<file path="src/rtl/lab3_pkg.sv">
// Shared definitions for the sample window / voter slice: FSM encodings and window length.
package lab3_pkg;

  typedef enum logic [1:0] {
    ST_EMPTY   = 2'd0,
    ST_FILLING = 2'd1,
    ST_FULL    = 2'd2
  } state_t;

  localparam int WIN_LEN = 5;

endpackage

</file>
<file path="src/rtl/majority5.sv">
// Combinational 5-input majority built as an 8:1 mux on the upper three bits,
// with each mux leg selecting a function of the lower two bits.
module majority5 (
  input  logic [4:0] bits,
  output logic       maj
);

  logic lo_and;
  logic lo_or;

  assign lo_and = bits[1] & bits[0];
  assign lo_or  = bits[1] | bits[0];

  // Ones among bits[4:2] decide how many of the low pair are still needed.
  always_comb begin
    maj = 1'b0;
    case (bits[4:2])
      3'b000:                 maj = 1'b0;
      3'b001, 3'b010, 3'b100: maj = lo_and;
      3'b011, 3'b101, 3'b110: maj = lo_or;
      3'b111:                 maj = 1'b1;
      default:                maj = 1'b0;
    endcase
  end

endmodule

</file>
<file path="src/rtl/vote_window_sampler.sv">
// Serial sample window feeding a 5-input majority vote, plus a hold-filtered
// (debounced) copy of the vote with a one-cycle change pulse.
module vote_window_sampler
  import lab3_pkg::*;
#(
  parameter int HOLD = 2
) (
  input  logic       clk,
  input  logic       reset,
  input  logic       clear,
  input  logic       sample_valid,
  input  logic       sample_in,
  output logic [4:0] window_out,
  output logic [2:0] fill_count,
  output logic       vote_valid,
  output logic       vote_out,
  output logic       stable_out,
  output logic       changed
);

  state_t     state;
  state_t     state_next;
  logic [4:0] window_next;
  logic [2:0] fill_next;
  logic       maj_now;
  logic       maj_next;
  logic [2:0] hold_cnt;
  logic [3:0] hold_inc;

  assign window_next = {window_out[3:0], sample_in};
  assign fill_next   = (fill_count == 3'(WIN_LEN)) ? fill_count : fill_count + 3'd1;
  assign hold_inc    = {1'b0, hold_cnt} + 4'd1;

  majority5 u_maj_now  (.bits(window_out),  .maj(maj_now));
  majority5 u_maj_next (.bits(window_next), .maj(maj_next));

  assign vote_valid = (state == ST_FULL);
  assign vote_out   = vote_valid & maj_now;

  always_ff @(posedge clk) begin
    if (reset) state <= ST_EMPTY;
    else       state <= state_next;
  end

  // Transitions land on the accepting edge itself, so FULL is known while filtering.
  always_comb begin
    state_next = state;
    case (state)
      ST_EMPTY: begin
        if (sample_valid)
          state_next = (fill_next == 3'(WIN_LEN)) ? ST_FULL : ST_FILLING;
      end
      ST_FILLING: begin
        if (sample_valid && (fill_next == 3'(WIN_LEN)))
          state_next = ST_FULL;
      end
      ST_FULL:  state_next = ST_FULL;
      default:  state_next = ST_EMPTY;
    endcase
    if (reset || clear)
      state_next = ST_EMPTY;
  end

  always_ff @(posedge clk) begin
    if (reset || clear) begin
      window_out <= 5'd0;
      fill_count <= 3'd0;
      stable_out <= 1'b0;
      hold_cnt   <= 3'd0;
      changed    <= 1'b0;
    end else if (sample_valid) begin
      window_out <= window_next;
      fill_count <= fill_next;
      changed    <= 1'b0;
      // The filter judges the window as it will be after this sample.
      if (state_next == ST_FULL) begin
        if (maj_next == stable_out) begin
          hold_cnt <= 3'd0;
        end else if (hold_inc == 4'(HOLD)) begin
          stable_out <= maj_next;
          hold_cnt   <= 3'd0;
          changed    <= 1'b1;
        end else begin
          hold_cnt <= hold_inc[2:0];
        end
      end
    end else begin
      changed <= 1'b0;
    end
  end

endmodule
</file>
<file path="config.mk">
export PLATFORM = sky130hd
export DESIGN_NAME = vote_window_sampler
export DESIGN_NICKNAME = d
export VERILOG_FILES = /design/src/rtl/lab3_pkg.sv /design/src/rtl/majority5.sv /design/src/rtl/vote_window_sampler.sv
export SDC_FILE = /design/constraint.sdc
export NUM_CORES = 1
export LEC_CHECK = 0
export ABC_AREA = 0
export BUFFER_PORTS_ARGS = -buffer_cell sky130_fd_sc_hd__buf_2
export CORE_MARGIN = 1
export CORE_UTILIZATION = 32
export CTS_BUF_LIST = sky130_fd_sc_hd__clkbuf_8
export CTS_CLUSTER_SIZE = 24
export DETAILED_ROUTE_END_ITERATION = 10
export MAX_ROUTING_LAYER = met4
export PLACE_DENSITY_LB_ADDON = 0.12
export SYNTH_ARGS = -nofsm -noshare
export SYNTH_HDL_FRONTEND = slang
export SYNTH_SLANG_ARGS = --single-unit
</file>
<file path="constraint.sdc">
create_clock -name clk -period 5.4 [get_ports clk]
set_clock_uncertainty 0.1 [all_clocks]
set_input_delay 1.08 -clock clk [delete_from_list [all_inputs] [get_ports clk]]
set_output_delay 1.08 -clock clk [all_outputs]
set_load 0.02 [all_outputs]
</file>
# --- After elaboration in Yosys (flattened, before gate mapping) ---
# Index checks and enable logic that the tools add are counted.
totals:
  latchBits: 0
  input_bits: 5
  n_memories: 0
  output_inout_bits: 12
  ff_bits: 15
  rom_bits: 0
  ram_bits: 0
classes:
  n_reduce_logical: 12
  bitwise: 8
  order_cmp: 0
  eq_ne: 21
  n_mul: 0
  n_shift: 0
  n_addsub: 2
  mux: 11
  n_div: 0
ops:
  columns: ["cell", "count"]
  rows:
  - ["$eq A3 B3 Y1 const B", 10]
  - ["$eq A3 B2 Y1 const B", 4]
  - ["$reduce_or A3 Y1", 4]
  - ["$mux W3", 3]
  - ["$mux W2", 4]
  - ["$pmux W1 S4", 2]
  - ["$eq A3 B1 Y1 const B", 2]
  - ["$logic_not A3 Y1", 2]
  - ["$pmux W2 S3", 1]
  - ["$add A3 B1 Y4 const B", 1]
  - ["$eq A2 B2 Y1 const B", 2]
  - ["$eq A4 B2 Y1 const B", 1]
  - ["$reduce_and A4 Y1", 1]
  - ["$reduce_or A4 Y1", 1]
  - ["$add A3 B1 Y3 const B", 1]
  - ["$and A1 B1 Y1", 3]
  - ["$not A1 Y1", 3]
  - ["$eq A2 B1 Y1 const B", 1]
  - ["$logic_not A2 Y1", 1]
  - ["$or A1 B1 Y1", 2]
  - ["$reduce_and A2 Y1", 1]
  - ["$eq A1 B1 Y1", 1]
  - ["$logic_and A1 B1 Y1", 1]
  - ["$logic_or A1 B1 Y1", 1]
  - ["$mux W1", 1]

# --- Logic depth before layout (Yosys ltp) ---
depth:
  word_depth: 10
  depth_mapped: 7
  ltp_nobuf: 7

# --- Modules after synthesis ---
# From an unflattened synthesis, not the netlist that was laid out.
unflattened:
  cells_unflattened: 89
  area_unflattened_um2: 774.5
by_module_without_submodules:
  columns: ["mod", "seq_area_each_um2", "n_inst", "cells_per_inst", "area_each_um2"]
  rows:
  - ["vote_window_sampler", 300.3, 1, 75, 691.9]
  - ["majority5", 0.0, 2, 7, 41.3]

# --- Least setup slack after synthesis ---
# No wires, ideal clock.
synth_path:
  path_type: "input to register"
  startpoint: "in clear"
  endpoint: "reg stable_out"
  slack_ps: 2952
  arrival_ps: 2278
  setup_time_ps: 70
  path_stages: 6
  path_cell_list: "or2_1 > buf_6 > a21oi_4 > o211ai_4 > or4_1 > a21oi_1"
synth_via:
  elab_chain_len: 4
synth_lines:
  columns: ["element", "line", "rtl"]
  rows:
  - ["from (decl)", "vote_window_sampler.sv:10", "input logic clear,"]
  - ["$logic_or A1 B1 Y1 *", "vote_window_sampler.sv:60, vote_window_sampler.sv:65", null]
  - ["$mux W2", "vote_window_sampler.sv:60", "if (reset || clear)"]
  - ["$eq A2 B2 Y1", "vote_window_sampler.sv:76", "if (state_next == ST_FULL) begin"]
  - ["$reduce_and A4 Y1 (no source line)", null, null]
  - ["to (signal assigned)", "vote_window_sampler.sv:80", "stable_out <= maj_next;"]
  - ["to (decl)", "vote_window_sampler.sv:17", "output logic stable_out,"]
# Mark *: on every way between the ends. The rest lies on a longest branch, timed or not.
# A chain may end at the register's enable or synchronous reset.

# --- Worst setup path after layout ---
layout_path:
  startpoint: "reg window_out[1]"
  endpoint: "out vote_out"
layout_via:
  elab_chain_len: 3
  elab_cells_between_ends: 4
  cone_classes: "1 x mux; 3 x bitwise"
layout_lines:
  columns: ["element", "line", "rtl"]
  rows:
  - ["from (decl)", "vote_window_sampler.sv:13", "output logic [4:0] window_out,"]
  - ["from (signal assigned)", "vote_window_sampler.sv:72", "window_out <= window_next;"]
  - ["$or A1 B1 Y1 or $and A1 B1 Y1 (tied branches)", "majority5.sv:12, majority5.sv:11", null]
  - ["$pmux W1 S4 *", "majority5.sv:17", "case (bits[4:2])"]
  - ["$and A1 B1 Y1 *", "vote_window_sampler.sv:38", "assign vote_out = vote_valid & maj_now;"]
  - ["to (decl)", "vote_window_sampler.sv:16", "output logic vote_out,"]
# Marks and branches as above.

==> impl_metrics.toml <==
[cells_and_area]
fin_cells = 137
final_area_um2 = 992
final_layout_size_suffix_gt1_frac = 0.280
fill_cells = 249
postLayoutCoreUtil = 0.397
n_antenna_cell = 0
multi_input_area_um2 = 513
area_delta_synth_final_pct = 15.9
nNetsFinal = 117
regArea_um2 = 300

[sta]
final-max-slew-violation-count = 0
period_share = 0.499
slew_headroom = 0.632
period_needed_ns = 2.69
tightest_slew_ns = 0.552
worst_hold_slack_ns = 0.404
worst_slack_ns = 2.71
tns_ns = 0
hold_viol_final = 0
rsz0062_at_grt = "false"
fmax_mhz = 371
setup_viol = 0

[place]
placed_cell_area_um2 = 946
placed_cells = 133
dpl_worst_slack_ns = 2.60
dpl.hpwl_mm = 1.18
numPortBuffers = 16
place_congestion = 0.681

[power_and_ir_drop]
ir_drop_mv = 0.0836
switching_share = 0.235
clkPwrFrac = 0.412
p_seq_frac = 0.513
finalPower_mw = 0.223
p_switching_mw = 0.0524
power_density_mw_per_mm2 = 224
pwr-share-comb = 0.075
p_int_mw = 0.170
leakagePower_nw = 0.420

[die]
std_cell_rows = 18
die_h_um = 53.7
dieWidth_um = 53.7
core_mm2 = 0.00250
start_util = 0.342
die-area_mm2 = 0.00289
ioPinCount = 17

[logic_synthesis]
synth-main-ff-cell = "dfxtp_1"
netlist_area_um2 = 856
synth_nets = 99
avgSynthCellArea_um2 = 9.51
synth_edf_count = 0
yosysSeqAreaShare = 0.351
netlist_instances = 90
ys_warn_count = 0
yosysUniqueCellTypes = 41
ys_ff_latch = 15
ys_async_sr_fraction = 0

[run_status]
run_status = "finished clean"

[grt]
first_global_vias = 661
grt_overflow_total = 0
grt_pass1_wl_mm = 2.72
antenna_found_initial = 0
track_usage = 0.138
grt_max_degree = 15

[setup_path]
cp-end-kind = "output port"
criticalPathCategory = "flip-flop to output port"
critical_path.max_fanout = 8
critPathLaunchType = "flip-flop"
cp.arrival_ns = 1.51
required_ns = 4.22

[clock_network]
cts_setup_buffers = 0
cts-root-buf = "clkbuf_8"
h-tree-depth = 1
numCtsBuffers = 3
clock_latency_ns = 0.25
cts_tree = "yes"
clk_pin_slew_ns = 0.07
ctsHoldBuffers = 0
cts.sinks = 15
cts_resized = 0
cts_buffer_depth = 2

[drt]
first_pass_iters = 2
post_drt_wl_per_cell_um = 11.9
drt_wl_total_mm = 1.63
vias = 702
drtIter0Drc = 11
antenna_left = 0
drc = 0
vias_per_cell = 5.12

[job]
maxCapViolations = 0

[hold_path]
hp-class = "flip-flop to flip-flop"
[worst max-delay path, stage by stage (launching register included)]
cell and delay (ns):
dfxtp_1 0.37, or2_2 0.33, o21a_1 0.17, o21ai_0 0.14
a31oi_1 0.09, buf_2 0.16
[worst paths after layout]
path	depth (start not counted)	start	slack [ns]	endpoint
max	5	window_out[1]$_SDFFE_PP0P_	2.71	vote_out
min reg2reg	2	stable_out$_SDFFE_PP0P_	0.40	stable_out$_SDFFE_PP0P_
min	2	stable_out$_SDFFE_PP0P_	0.40	stable_out$_SDFFE_PP0P_
max reg2reg	7	fill_count[1]$_SDFFE_PP0P_	3.33	stable_out$_SDFFE_PP0P_
[cells in the final DEF, fill, tap and decap left out, types with 2 or more instances in the layout]
cell	count
a21oi_1	6
buf_2	16
clkbuf_8	3
dfxtp_1	15
ha_1	4
inv_1	4
maj3_1	2
mux2i_1	5
nand2_1	3
nand2b_1	2
nand3_1	3
nor2_1	9
nor3_1	3
o21ai_0	2
o21bai_1	2
or4_1	2
[routing by layer]
| metal | track usage | share of wire |
|---|---|---|
| met1 | 0.161 | 0.52 |
| met2 | 0.214 | 0.43 |
| met3 | 0.0339 | 0.028 |
| met4 | 0.0789 | 0.017 |
| met5 | - | 0 |
[flip-flops by register name, summed over array words and instances (netlist names)]
signal,count
fill_count,3
changed,1
hold_cnt,3
stable_out,1
window_out,5
state,2
[kinds of logic (layout without fill, tap and decap cells)]
group,after synthesis,after routing,share of synthesized area
compound gates,21,21,0.192
mux,5,5,0.0585
flops,15,15,0.351
simple gates,35,35,0.257
fa+ha+maj,6,6,0.0819
buf+inv,7,24,0.0497
xor+xnor,1,1,0.0102
[cell usage after synthesis, types with 2 or more instances]
| library cell | instances | share of area |
|---|---|---|
| dfxtp_1 | 15 | 0.35 |
| nor2_1 | 9 | 0.039 |
| a21oi_1 | 6 | 0.035 |
| mux2i_1 | 5 | 0.058 |
| ha_1 | 4 | 0.058 |
| inv_1 | 4 | 0.018 |
| nand2_1 | 3 | 0.013 |
| nand3_1 | 3 | 0.018 |
| nor3_1 | 3 | 0.018 |
| buf_6 | 2 | 0.026 |
| maj3_1 | 2 | 0.023 |
| nand2b_1 | 2 | 0.015 |
| o21ai_0 | 2 | 0.012 |
| o21bai_1 | 2 | 0.018 |
| or4_1 | 2 | 0.018 |
[cell type report]
| class | instances | share of cell area |
|---|---|---|
| inverters | 4 | 0.0151 |
| clock buffers | 3 | 0.0416 |
| well taps | 30 | 0.0378 |
| repair buffers | 16 | 0.0807 |
| flip-flops and latches | 15 | 0.303 |
| multi-input cells | 68 | 0.517 |
| clock inverters | 1 | 0.00504 |
[power groups by stage]
stage                     sequential [mW]  clock (mW)  combinational (mW)
final                               0.114      0.0917              0.0168
after global routing                0.114      0.0998              0.0186
after CTS                           0.114      0.0949              0.0171
after detailed placement            0.117           0              0.0171
after global placement              0.117           0              0.0166
after floorplan                     0.118           0              0.0124
No activity file was read; power rests on OpenSTA's default activity.
